<file path="src/rtl/rb_window_gen.sv">
// KxK sliding-window assembler over row-buffer columns; window/win_valid appear 2 cycles after steer_en.
// No backpressure: gaps in steer_en stall the window and counters; start/rst restart.
module rb_window_gen #(
    parameter int PIXEL_W      = 8,
    parameter int RB_DEPTH     = 8,
    parameter int NUM_RB       = 2,
    parameter int IMAGE_HEIGHT = 8,
    parameter int RB_ADDR      = 1
) (
    input  logic                                           clk,
    input  logic                                           rst,
    input  logic                                           start,
    input  logic                                           steer_en,
    input  logic [RB_ADDR-1:0]                             steer,
    input  logic [PIXEL_W-1:0]                             pix_in,
    input  logic [NUM_RB*PIXEL_W-1:0]                      rb_data,
    output logic [(NUM_RB+1)*(NUM_RB+1)*PIXEL_W-1:0]       window,
    output logic                                           win_valid,
    output logic [15:0]                                    win_row,
    output logic [15:0]                                    win_col,
    output logic                                           done
);

    localparam int K = NUM_RB + 1;
    localparam int WIN_W = K * K * PIXEL_W;
    localparam logic [15:0] ROW_START = 16'(NUM_RB);
    localparam logic [15:0] COL_LAST  = 16'(RB_DEPTH - 1);
    localparam logic [15:0] ROW_LAST  = 16'(IMAGE_HEIGHT - 1);
    localparam logic [15:0] KM1       = 16'(K - 1);

    typedef enum logic [1:0] {ST_IDLE, ST_STREAM, ST_DONE} state_t;

    state_t               state_q, state_d;
    logic                 en_dly_q, en_dly_d;
    logic [RB_ADDR-1:0]   steer_dly_q, steer_dly_d;
    logic [PIXEL_W-1:0]   pix_dly_q, pix_dly_d;
    logic [15:0]          col_cnt_q, col_cnt_d;
    logic [15:0]          row_cnt_q, row_cnt_d;
    logic [WIN_W-1:0]     win_q, win_d;
    logic                 win_valid_q, win_valid_d;
    logic [15:0]          win_row_q, win_row_d;
    logic [15:0]          win_col_q, win_col_d;
    logic                 done_q, done_d;

    // col[0] is the oldest row: the slot being overwritten is steer, older-to-newer rotates from there
    logic [PIXEL_W-1:0]   col [K];

    always_comb begin
        for (int j = 0; j < NUM_RB; j++) begin
            col[j] = rb_data[((int'(steer_dly_q) + j) % NUM_RB) * PIXEL_W +: PIXEL_W];
        end
        col[NUM_RB] = pix_dly_q;
    end

    always_comb begin
        state_d     = state_q;
        en_dly_d    = steer_en;
        steer_dly_d = steer;
        pix_dly_d   = pix_in;
        col_cnt_d   = col_cnt_q;
        row_cnt_d   = row_cnt_q;
        win_d       = win_q;
        win_valid_d = 1'b0;
        win_row_d   = win_row_q;
        win_col_d   = win_col_q;
        done_d      = 1'b0;

        if (start) begin
            state_d   = ST_IDLE;
            win_d     = '0;
            col_cnt_d = '0;
            row_cnt_d = ROW_START;
        end else begin
            case (state_q)
                ST_IDLE: begin
                    win_d     = '0;
                    col_cnt_d = '0;
                    row_cnt_d = ROW_START;
                    state_d   = ST_STREAM;
                end
                ST_STREAM: begin
                    if (en_dly_q) begin
                        for (int r = 0; r < K; r++) begin
                            for (int c = 0; c < K - 1; c++) begin
                                win_d[(r*K + c)*PIXEL_W +: PIXEL_W] = win_q[(r*K + c + 1)*PIXEL_W +: PIXEL_W];
                            end
                            win_d[(r*K + K - 1)*PIXEL_W +: PIXEL_W] = col[r];
                        end
                        if (col_cnt_q >= KM1) begin
                            win_valid_d = 1'b1;
                            win_row_d   = row_cnt_q - KM1;
                            win_col_d   = col_cnt_q - KM1;
                        end
                        if (col_cnt_q == COL_LAST) begin
                            col_cnt_d = '0;
                            row_cnt_d = row_cnt_q + 16'd1;
                            if (row_cnt_q == ROW_LAST) begin
                                state_d = ST_DONE;
                            end
                        end else begin
                            col_cnt_d = col_cnt_q + 16'd1;
                        end
                    end
                end
                ST_DONE: begin
                    done_d = 1'b1;
                end
                default: begin
                    state_d = ST_IDLE;
                end
            endcase
        end
    end

    always_ff @(posedge clk) begin
        if (rst) begin
            state_q     <= ST_IDLE;
            en_dly_q    <= 1'b0;
            steer_dly_q <= '0;
            pix_dly_q   <= '0;
            col_cnt_q   <= '0;
            row_cnt_q   <= ROW_START;
            win_q       <= '0;
            win_valid_q <= 1'b0;
            win_row_q   <= '0;
            win_col_q   <= '0;
            done_q      <= 1'b0;
        end else begin
            state_q     <= state_d;
            en_dly_q    <= en_dly_d;
            steer_dly_q <= steer_dly_d;
            pix_dly_q   <= pix_dly_d;
            col_cnt_q   <= col_cnt_d;
            row_cnt_q   <= row_cnt_d;
            win_q       <= win_d;
            win_valid_q <= win_valid_d;
            win_row_q   <= win_row_d;
            win_col_q   <= win_col_d;
            done_q      <= done_d;
        end
    end

    assign window    = win_q;
    assign win_valid = win_valid_q;
    assign win_row   = win_row_q;
    assign win_col   = win_col_q;
    assign done      = done_q;

endmodule
</file>
<file path="config.mk">
export PLATFORM = sky130hd
export DESIGN_NAME = rb_window_gen
export DESIGN_NICKNAME = d
export VERILOG_FILES = /design/src/rtl/rb_window_gen.sv
export SDC_FILE = /design/constraint.sdc
export NUM_CORES = 1
export LEC_CHECK = 0
export CAP_MARGIN = 40
export CORE_UTILIZATION = 50
export CTS_CLUSTER_DIAMETER = 60
export DETAILED_ROUTE_END_ITERATION = 12
export GPL_ROUTABILITY_DRIVEN = 0
export GPL_TIMING_DRIVEN = 0
export PLACE_DENSITY = 0.79
export SLEW_MARGIN = 10
export SYNTH_ARGS = -nofsm -noshare
export SYNTH_HDL_FRONTEND = slang
export SYNTH_SLANG_ARGS = --single-unit
</file>
<file path="constraint.sdc">
create_clock -name clk -period 5.85 [get_ports clk]
set_input_delay 1.17 -clock clk [delete_from_list [all_inputs] [get_ports clk]]
set_output_delay 1.17 -clock clk [all_outputs]
set_load 0.03 [all_outputs]
</file>
==> impl_metrics.csv, run 1 <==
group,metric,value,unit
grt,grt_max_degree,17,
synthesis,synth-seq-cells,150,
drt,detail_route.vias_per_cell,5.58,
synthesis,syn_avg_cell_area,8.78,sq um
synthesis,total_standard_cell_area_after_synthesis,6210,sq um
synthesis,synth_commonest_cells,"nor2_1, dfxtp_1, a22oi_1",
timing,worst-slew-pin-transition,0.955,ns
timing,timing.clock.skew,0.0115,ns
power_and_ir_drop,finalPower,2.26,mW
grt,first_global_vias,5571,
timing,timing_hold_violations_final,0,
floorplanning,top_level_ports,135,
worst_setup_path,worst_ep_arrival_time,3.20,ns
synthesis,yosysWarnings,0,
clocking,clock-sinks,150,
synthesis,synth-edff-count,0,
worst_setup_path,cp-start-kind,"primary input",
worst_setup_path,reg2regPathDepth,7,
timing,layout_setup_ws,2.94,ns
layout,syn_to_final_growth,34.9,%
drt,vias,5803,
placed_design,pre_cts_ws,2.53,ns
clocking,worst_setup_hold_path_clk_slew,0.06,ns
layout,layout-drive-gt1-share,0.0516,
grt,grt_pass1_wl,26900,um
synthesis,synth-seq-area-share,0.484,
synthesis,synth.top_cells.by_area,"dfxtp_1, nor2_1, a22oi_1",
floorplanning,floorplan.die_area,12900,sq um
synthesis,synth_top_area_share,0.484,
clocking,post_cts.resized_instances,0,
clocking,ctsLongestPathBuffers,2,
synthesis,syn_nets,743,
synthesis,netlist_instances,707,
clocking,clockRootBuffer,"clkbuf_16",
power_and_ir_drop,irDropWorstVdd,0.142,mV
floorplanning,die_x,113,um
floorplanning,chipHeight,113,um
synthesis,post-synth-top-area-cell,"dfxtp_1",
worst_setup_path,critical_path_required,6.14,ns
floorplanning,fp.coreArea,12100,sq um
timing,timing.final.crit_share,0.497,
synthesis,most_repeated_cell_in_the_gate_level_netlist_after_synthesis,"nor2_1",
timing,period_needed,2.91,ns
worst_setup_path,regToRegStartpoint,"col_cnt_q[4]",
drt,routed_wire_length_per_instance,16.2,um
power_and_ir_drop,pwr_density,269,nW/um^2
drt,detail_route.wirelength,16900,um
drt,drt-initial-drc-count,446,
clocking,number_of_buffers_created_by_cts,17,
job,timing.max_cap.violations,0,
layout,final_area,8370,sq um
clocking,cts_setup_buffers,0,
layout,area_taken_by_multi_input_logic_gates,2940,sq um
floorplanning,initial_utilization,0.515,
grt,grt_overflow_total,0,
grt,grt_usage,0.263,
synthesis,ys_dominant_reg_cell,"dfxtp_1",
layout,n_fill_cell,897,
min_path,worstHoldStart,"win_row[0]",
timing,slew_headroom,0.358,
clocking,clock_insertion_delay_worst_skew,0.42,ns
power_and_ir_drop,power.leakage,2.86,nW
drt,final_antenna_net_count,0,
status,status,"complete, no violations",
drt,drc_errors,0,
synthesis,asyncSetResetFlopFracSynth,0,
grt,grt_antenna_before_repair,0,
timing,grt_setup_unrepaired,"false",
min_path,min_to,"win_row[0]",
clocking,cts_hold_buffers_added,0,
timing,tns,0,ns
clocking,tritoncts,"done",
layout,seq_area,3000,sq um
timing,final_setup_violations,0,
min_path,hold_depth,2,
worst_setup_path,reg2reg_setup_slack,3.15,ns
drt,firstDrtPassIters,5,
placed_design,placed_area,7750,sq um
floorplanning,rows,40,
placed_design,hpwl,12100,um
worst_setup_path,crit_fanout,10,
worst_setup_path,crit_path_end_kind,"flop",
placed_design,io_buffers,133,
min_path,min_path_type,"flop to flop",
worst_setup_path,worst_r2r_endpoint,"row_cnt_q[15]",
timing,drv_slew,0,
worst_setup_path,critPathKind,"primary input to flop",
timing,fmax,344,MHz
layout,antenna_cells,0,
synthesis,yosysUniqueCellTypes,45,
clocking,clock_tree.htree_level_count,4,
layout,fin_nets,895,
## metrics by stage
| stage | instances | util | hold slack [ns] |
|---|---|---|---|
| floorplan | 707 | - | 0.443 |
| global placement | 1008 | 0.643 | 0.451 |
| detailed placement | 1008 | 0.643 | 0.450 |
| CTS | 1040 | 0.694 | 0.458 |
| global route | 1040 | 0.694 | 0.479 |
| finish | 1040 | 0.694 | 0.462 |
## registers in the layout, indices dropped and copies added, names as in the netlist
name	count
en_dly_q	1
window	72
state_q	2
win_row	16
done	1
win_col	16
row_cnt_q	16
win_valid	1
col_cnt_q	16
pix_dly_q	8
steer_dly_q	1
## routing by layer
| layer | global-route usage | up-vias | part of all wire |
|---|---|---|---|
| li1 | - | 2774 | - |
| met1 | 0.329 | 2751 | 0.42 |
| met2 | 0.447 | 248 | 0.48 |
| met3 | 0.0675 | 30 | 0.075 |
| met4 | 0.0816 | 0 | 0.017 |
| met5 | 0 | - | 0 |
## layout by cell type (no fill, tap or decap), types with 4 or more instances in the layout
master / Yosys / final
a22oi_1: 56 / 56
buf_2: 4 / 4
clkinvlp_4: 0 / 5
nand4_1: 10 / 10
xor2_1: 23 / 23
inv_1: 10 / 10
nand2_1: 30 / 30
and4_1: 4 / 4
clkbuf_1: 48 / 48
xnor2_1: 18 / 18
a21oi_1: 29 / 29
o31ai_1: 5 / 5
o21ai_0: 9 / 9
or3_1: 5 / 5
clkbuf_16: 0 / 17
nor2_1: 151 / 151
nor2b_1: 12 / 12
nand2b_1: 4 / 4
ha_1: 7 / 7
mux2i_1: 18 / 18
nand3_1: 14 / 14
or4_1: 10 / 10
nor4_1: 11 / 11
a211oi_1: 28 / 28
clkdlybuf4s50_1: 0 / 133
nor3_1: 20 / 20
dfxtp_1: 150 / 150
## how the worst max path moves through the flow
stage	cells after the start	end	slack, ns	start
after global routing	6	window[20]	2.78	start
after global placement	6	window[14]	2.56	start
final	6	window[19]	2.94	start
after floorplan	6	window[14]	3.30	rst
after detailed placement	6	window[16]	2.53	start
after CTS	6	window[19]	2.95	start
## where the power goes
| group | switching [mW] | total (mW) | internal, mW |
|---|---|---|---|
| combinational | 0.0558 | 0.0910 | 0.0353 |
| clock | 0.436 | 1.13 | 0.698 |
| sequential | 0.00401 | 1.03 | 1.03 |
| total | 0.496 | 2.26 | 1.76 |
## area by class of cell
cell class	instances	share of cell area
plain buffers	57	0.0275
clock buffers	19	0.0541
clock inverters	13	0.0205
inverters	10	0.00448
multi-input cells	490	0.351
flip-flops and latches	150	0.359
well taps	168	0.0251
repair buffers	133	0.159
## cell families (layout without fill, tap and decap cells)
group	count (synthesis)	in the layout	synth area share
simple gates	289	289	0.223
flops	150	150	0.484
compound gates	135	135	0.149
buf+inv	67	232	0.0431
xor+xnor	41	41	0.0578
mux	18	18	0.0290
fa+ha+maj	7	7	0.0141
## critical path: stages
cell	delay [ns]
clkdlybuf4s50_1	0.56
or2_2	0.14
clkbuf_1	0.38
clkbuf_1	0.45
clkbuf_1	0.39
nor2_1	0.11
Note: power is estimated with default switching activity, not from simulation.
==> inputs of run 2 (changes only) <==
==> constraint.sdc (replaced) <==
create_clock -name clk -period 2.7 [get_ports clk]
set_input_delay 0.54 -clock clk [delete_from_list [all_inputs] [get_ports clk]]
set_output_delay 0.54 -clock clk [all_outputs]
set_load 0.03 [all_outputs]
==> run 2 against run 1 <==
Critical path depth did not move. Core utilization up 0.11 points. Global-route usage is the same. Sequential cell count is the same. First-iteration DRC count is 5.2% lower. Total power up 120%. Hold slack lost 0.0038 ns. Clock skew shrank 0.0040 ns.
==> impl_metrics.csv, run 2 (synthesis gave the netlist of run 1 again) <==
group,metric,value,unit
layout,syn_to_final_growth,35.1,%
timing,worst-slew-pin-transition,0.940,ns
drt,firstDrtPassIters,5,
worst_setup_path,reg2regPathDepth,6,
clocking,number_of_buffers_created_by_cts,17,
clocking,clock_tree.htree_level_count,4,
worst_setup_path,critPathKind,"flop to flop",
worst_setup_path,worstPathBufferInverterCount,1,
drt,drc_errors,0,
drt,detail_route.wirelength,16900,um
layout,finalCoreUtilization,0.695,
timing,tns,0,ns
worst_setup_path,cpLargestDelayFamily,"simple AND/OR/NAND/NOR gates",
worst_setup_path,worst_ep_arrival_time,2.87,ns
worst_setup_path,cpMaxStageDelayCell,"or4_1",
timing,timing.final.crit_share,0.945,
worst_setup_path,critPathMaxStageDelay,0.55,ns
layout,fin_nets,895,
worst_setup_path,worst_r2r_endpoint,"row_cnt_q[5]",
timing,fmax,392,MHz
worst_setup_path,worstSetupStartpoint,"col_cnt_q[9]",
grt,grt_antenna_before_repair,0,
layout,largest_register_ffs,72,
layout,layout-drive-gt1-share,0.0550,
floorplanning,initial_utilization,0.515,
grt,grt_usage,0.263,
layout,antenna_cells,0,
clocking,clock-sinks,150,
clocking,tritoncts,"done",
worst_setup_path,crit_fanout,8,
worst_setup_path,critical_path_required,3.02,ns
worst_setup_path,reg2reg_setup_slack,0.15,ns
placed_design,pre_cts_ws,0.0103,ns
floorplanning,chipHeight,113,um
grt,grt_overflow_total,0,
clocking,worst_setup_hold_path_clk_slew,0.06,ns
clocking,clock_insertion_delay_worst_skew,0.42,ns
floorplanning,rows,40,
worst_setup_path,timing.critical_path.to,"row_cnt_q[5]",
timing,timing_hold_violations_final,0,
floorplanning,floorplan.die_area,12900,sq um
status,status,"complete, no violations",
placed_design,io_buffers,133,
worst_setup_path,critical_path.cell_chain,"clkbuf_1 > or3_1 > nor4_4 > nand3_1 > or4_1 > o21ai_0",
clocking,cts_hold_buffers_added,0,
drt,detail_route.vias_per_cell,5.58,
floorplanning,die_x,113,um
worst_setup_path,cp-start-kind,"flop",
min_path,min_path_type,"flop to flop",
timing,timing.clock.skew,0.00755,ns
grt,grt_max_degree,17,
layout,n_fill_cell,892,
timing,period_needed,2.55,ns
power_and_ir_drop,power.leakage,2.87,nW
layout,area_taken_by_multi_input_logic_gates,2950,sq um
worst_setup_path,worst-path-stages,6,
worst_setup_path,crit_path_end_kind,"flop",
timing,grt_setup_unrepaired,"false",
drt,drt-initial-drc-count,423,
job,timing.max_cap.violations,0,
timing,final_setup_violations,0,
worst_setup_path,regToRegStartpoint,"col_cnt_q[9]",
power_and_ir_drop,pwr_density,584,nW/um^2
drt,routed_wire_length_per_instance,16.3,um
drt,final_antenna_net_count,0,
timing,slew_headroom,0.368,
grt,grt_pass1_wl,26900,um
floorplanning,top_level_ports,135,
floorplanning,fp.coreArea,12100,sq um
power_and_ir_drop,irDropWorstVdd,0.307,mV
clocking,clockRootBuffer,"clkbuf_16",
clocking,ctsLongestPathBuffers,2,
grt,first_global_vias,5571,
placed_design,hpwl,12100,um
drt,vias,5808,
power_and_ir_drop,finalPower,4.90,mW
layout,seq_area,3000,sq um
layout,leading_cell_types_in_the_layout_fill_and_taps_excluded,"nor2_1, dfxtp_1, clkdlybuf4s50_1",
timing,drv_slew,0,
timing,layout_setup_ws,0.148,ns
layout,mostFrequentLayoutCell,"nor2_1",
[run 2: worst register-to-register path, stage by stage, from the launching register on]
cell      delay (ns)
dfxtp_1         0.29
clkbuf_1        0.20
or3_1           0.46
nor4_4          0.46
nand3_1         0.37
or4_1           0.56
o21ai_0         0.13
[run 2: cell type report]
type / count / area share
buffer: 57 / 0.0276
sequential: 150 / 0.358
clock buffer: 19 / 0.0540
inverter: 10 / 0.00447
timing repair buffer: 133 / 0.159
multi-input combinational: 490 / 0.352
clock inverter: 13 / 0.0204
tap: 168 / 0.0251
[run 2: power by group]
part / switching, mW / internal [mW] / leakage [nW]
logic: 0.121 / 0.0766 / 1.37
clock network: 0.952 / 1.51 / 0.289
registers: 0.00874 / 2.23 / 1.21
total: 1.08 / 3.82 / 2.87
[run 2: metal layers]
metal	global-route usage	vias up	part of all wire	routed length, um
met5	0	-	0	0
met4	0.0816	0	0.014	231
met3	0.0675	18	0.077	1310
met2	0.447	243	0.48	8180
met1	0.329	2770	0.43	7210
li1	-	2777	-	-
[run 2: worst min path at each step]
stage | end | cells after the start | startpoint | slack (ns)
after floorplan | window[64] | 2 | pix_dly_q[0] | 0.44
after global placement | window[65] | 2 | pix_dly_q[1] | 0.45
after detailed placement | win_row[0] | 2 | win_row[0] | 0.45
after CTS | win_row[0] | 2 | win_row[0] | 0.46
after global routing | win_row[0] | 2 | win_row[0] | 0.48
final | win_row[0] | 2 | win_row[0] | 0.46
[run 2: stage by stage]
stage,area (sq um),hold WS (ns),instances
floorplan,6210,0.443,707
global placement,7750,0.451,1008
detailed placement,7750,0.450,1008
CTS,8370,0.458,1040
global route,8390,0.479,1040
finish,8390,0.458,1040
[run 2: what timing repair did]
item | 4_1_cts | 5_1_grt
resized for setup | 0 | 4
endpoints found under the setup margin | 0 | 16
setup buffers | 0 | 0
==> inputs of run 3 (changes only) <==
--- a/config.mk
+++ b/config.mk
@@ -12,7 +12,7 @@
 export GPL_ROUTABILITY_DRIVEN = 0
 export GPL_TIMING_DRIVEN = 0
 export PLACE_DENSITY = 0.79
-export SLEW_MARGIN = 10
+export SKIP_LAST_GASP = 1
 export SYNTH_ARGS = -nofsm -noshare
 export SYNTH_HDL_FRONTEND = slang
 export SYNTH_SLANG_ARGS = --single-unit
==> run 3 against run 2 <==
Register-to-register slack worse by 0.05 ns. Maximum frequency is 2.0% lower. Hold slack better by 0.0023 ns. Sequential power hardly changed. Wire length stayed put. Critical path type unchanged. Critical endpoint is now row_cnt_q[14].
==> impl_metrics.csv, run 3 (synthesis gave the netlist of run 1 again) <==
group,metric,value,unit
timing,fmax,384,MHz
min_path,min_path_type,"flop to flop",
clocking,number_of_buffers_created_by_cts,17,
floorplanning,fp.coreArea,12100,sq um
timing,timing.clock.skew,0.00931,ns
min_path,hold_depth,2,
placed_design,placed_area,7750,sq um
power_and_ir_drop,power.leakage,2.87,nW
clocking,cts_hold_buffers_added,0,
status,status,"complete, no violations",
drt,firstDrtPassIters,5,
placed_design,placed_cells_incl_taps,1008,
job,timing.max_cap.violations,0,
floorplanning,die_x,113,um
grt,grt_pass1_wl,26900,um
timing,drv_slew,0,
worst_setup_path,critPathKind,"flop to flop",
grt,grt_max_degree,17,
placed_design,pre_cts_ws,0.0103,ns
worst_setup_path,reg2regPathDepth,7,
grt,first_global_vias,5571,
timing,final_setup_violations,0,
worst_setup_path,worst_r2r_endpoint,"row_cnt_q[14]",
power_and_ir_drop,irDropWorstVdd,0.307,mV
timing,worst-slew-pin-transition,0.912,ns
worst_setup_path,crit_fanout,10,
clocking,clock-sinks,150,
grt,grt_overflow_total,0,
drt,routed_wire_length_per_instance,16.3,um
drt,drt-initial-drc-count,420,
worst_setup_path,cp-start-kind,"flop",
timing,tns,0,ns
drt,detail_route.wirelength,16900,um
timing,layout_setup_ws,0.0962,ns
floorplanning,top_level_ports,135,
worst_setup_path,reg2reg_setup_slack,0.1,ns
timing,period_needed,2.60,ns
timing,grt_setup_unrepaired,"true",
timing,timing_hold_violations_final,0,
layout,largest_register_ffs,72,
worst_setup_path,worst_ep_arrival_time,2.94,ns
placed_design,io_buffers,133,
power_and_ir_drop,finalPower,4.90,mW
layout,layout-drive-gt1-share,0.0539,
worst_setup_path,crit_path_end_kind,"flop",
layout,instances_no_fill,1040,
min_path,min_to,"win_row[0]",
worst_setup_path,regToRegStartpoint,"col_cnt_q[7]",
clocking,tritoncts,"done",
worst_setup_path,critical_path_required,3.04,ns
min_path,worstHoldStart,"win_row[0]",
drt,final_antenna_net_count,0,
drt,drc_errors,0,
drt,detail_route.vias_per_cell,5.58,
layout,leading_cell_types_in_the_layout_fill_and_taps_excluded,"nor2_1, dfxtp_1, clkdlybuf4s50_1",
clocking,clock_tree.htree_level_count,4,
floorplanning,chipHeight,113,um
layout,antenna_cells,0,
drt,vias,5803,
floorplanning,rows,40,
clocking,clockRootBuffer,"clkbuf_16",
timing,final.hold.worst_slack,0.460,ns
layout,fin_nets,895,
clocking,ctsLongestPathBuffers,2,
layout,syn_to_final_growth,35.0,%
grt,grt_antenna_before_repair,0,
clocking,cts_setup_buffers,0,
layout,final_area,8380,sq um
clocking,worst_setup_hold_path_clk_slew,0.06,ns
floorplanning,floorplan.die_area,12900,sq um
grt,grt_usage,0.263,
layout,finalCoreUtilization,0.695,
placed_design,hpwl,12100,um
floorplanning,initial_utilization,0.515,
layout,mostFrequentLayoutCell,"nor2_1",
power_and_ir_drop,pwr_density,584,nW/um^2
timing,slew_headroom,0.386,
clocking,clock_insertion_delay_worst_skew,0.42,ns
timing,timing.final.crit_share,0.964,
## run 3: cell counts in the layout (fill, tap and decap cells not counted)
Identical to the previous run, type by type.
## run 3: worst max-delay path by stage
stage,startpoint,endpoint,slack (ns)
5_1_grt,col_cnt_q[7],row_cnt_q[15],-0.01
3_3_place_gp,start,window[14],0.04
6_report,col_cnt_q[7],row_cnt_q[14],0.1
3_5_place_dp,start,window[16],0.01
4_1_cts,col_cnt_q[4],row_cnt_q[15],0.04
2_1_floorplan,col_cnt_q[3],row_cnt_q[11],0.46
## run 3: report_power, final
| part | internal [mW] | switching [mW] |
|---|---|---|
| combinational | 0.0766 | 0.121 |
| sequential | 2.23 | 0.00873 |
| clock | 1.51 | 0.952 |
| total | 3.82 | 1.08 |
## run 3: cell type report
type | instances | area, sq um
Fill cell | 896 | 3680
Sequential cell | 150 | 3000
Clock buffer | 19 | 453
Multi-Input combinational cell | 490 | 2940
Clock inverter | 13 | 171
Tap cell | 168 | 210
Timing Repair Buffer | 133 | 1330
Buffer | 57 | 231
Inverter | 10 | 37.5
## run 3: worst max-delay path, cell delays in order, from the launching register on
cell	delay, ns
dfxtp_1	0.30
clkbuf_1	0.23
nor4_1	0.68
and4_1	0.34
buf_4	0.18
o21ai_0	0.13
or4_1	0.51
a21oi_1	0.15
## run 3: per-layer routing
| metal | up-vias | share of wire | GRT usage |
|---|---|---|---|
| li1 | 2781 | - | - |
| met1 | 2767 | 0.43 | 0.329 |
| met2 | 235 | 0.48 | 0.447 |
| met3 | 20 | 0.073 | 0.0675 |
| met4 | 0 | 0.014 | 0.0816 |
| met5 | - | 0 | 0 |
## run 3: timing repair
| item | CTS | global route |
|---|---|---|
| resized for setup | 0 | 3 |
| endpoints found under the setup margin | 0 | 16 |
| hold endpoints to repair | 0 | 0 |
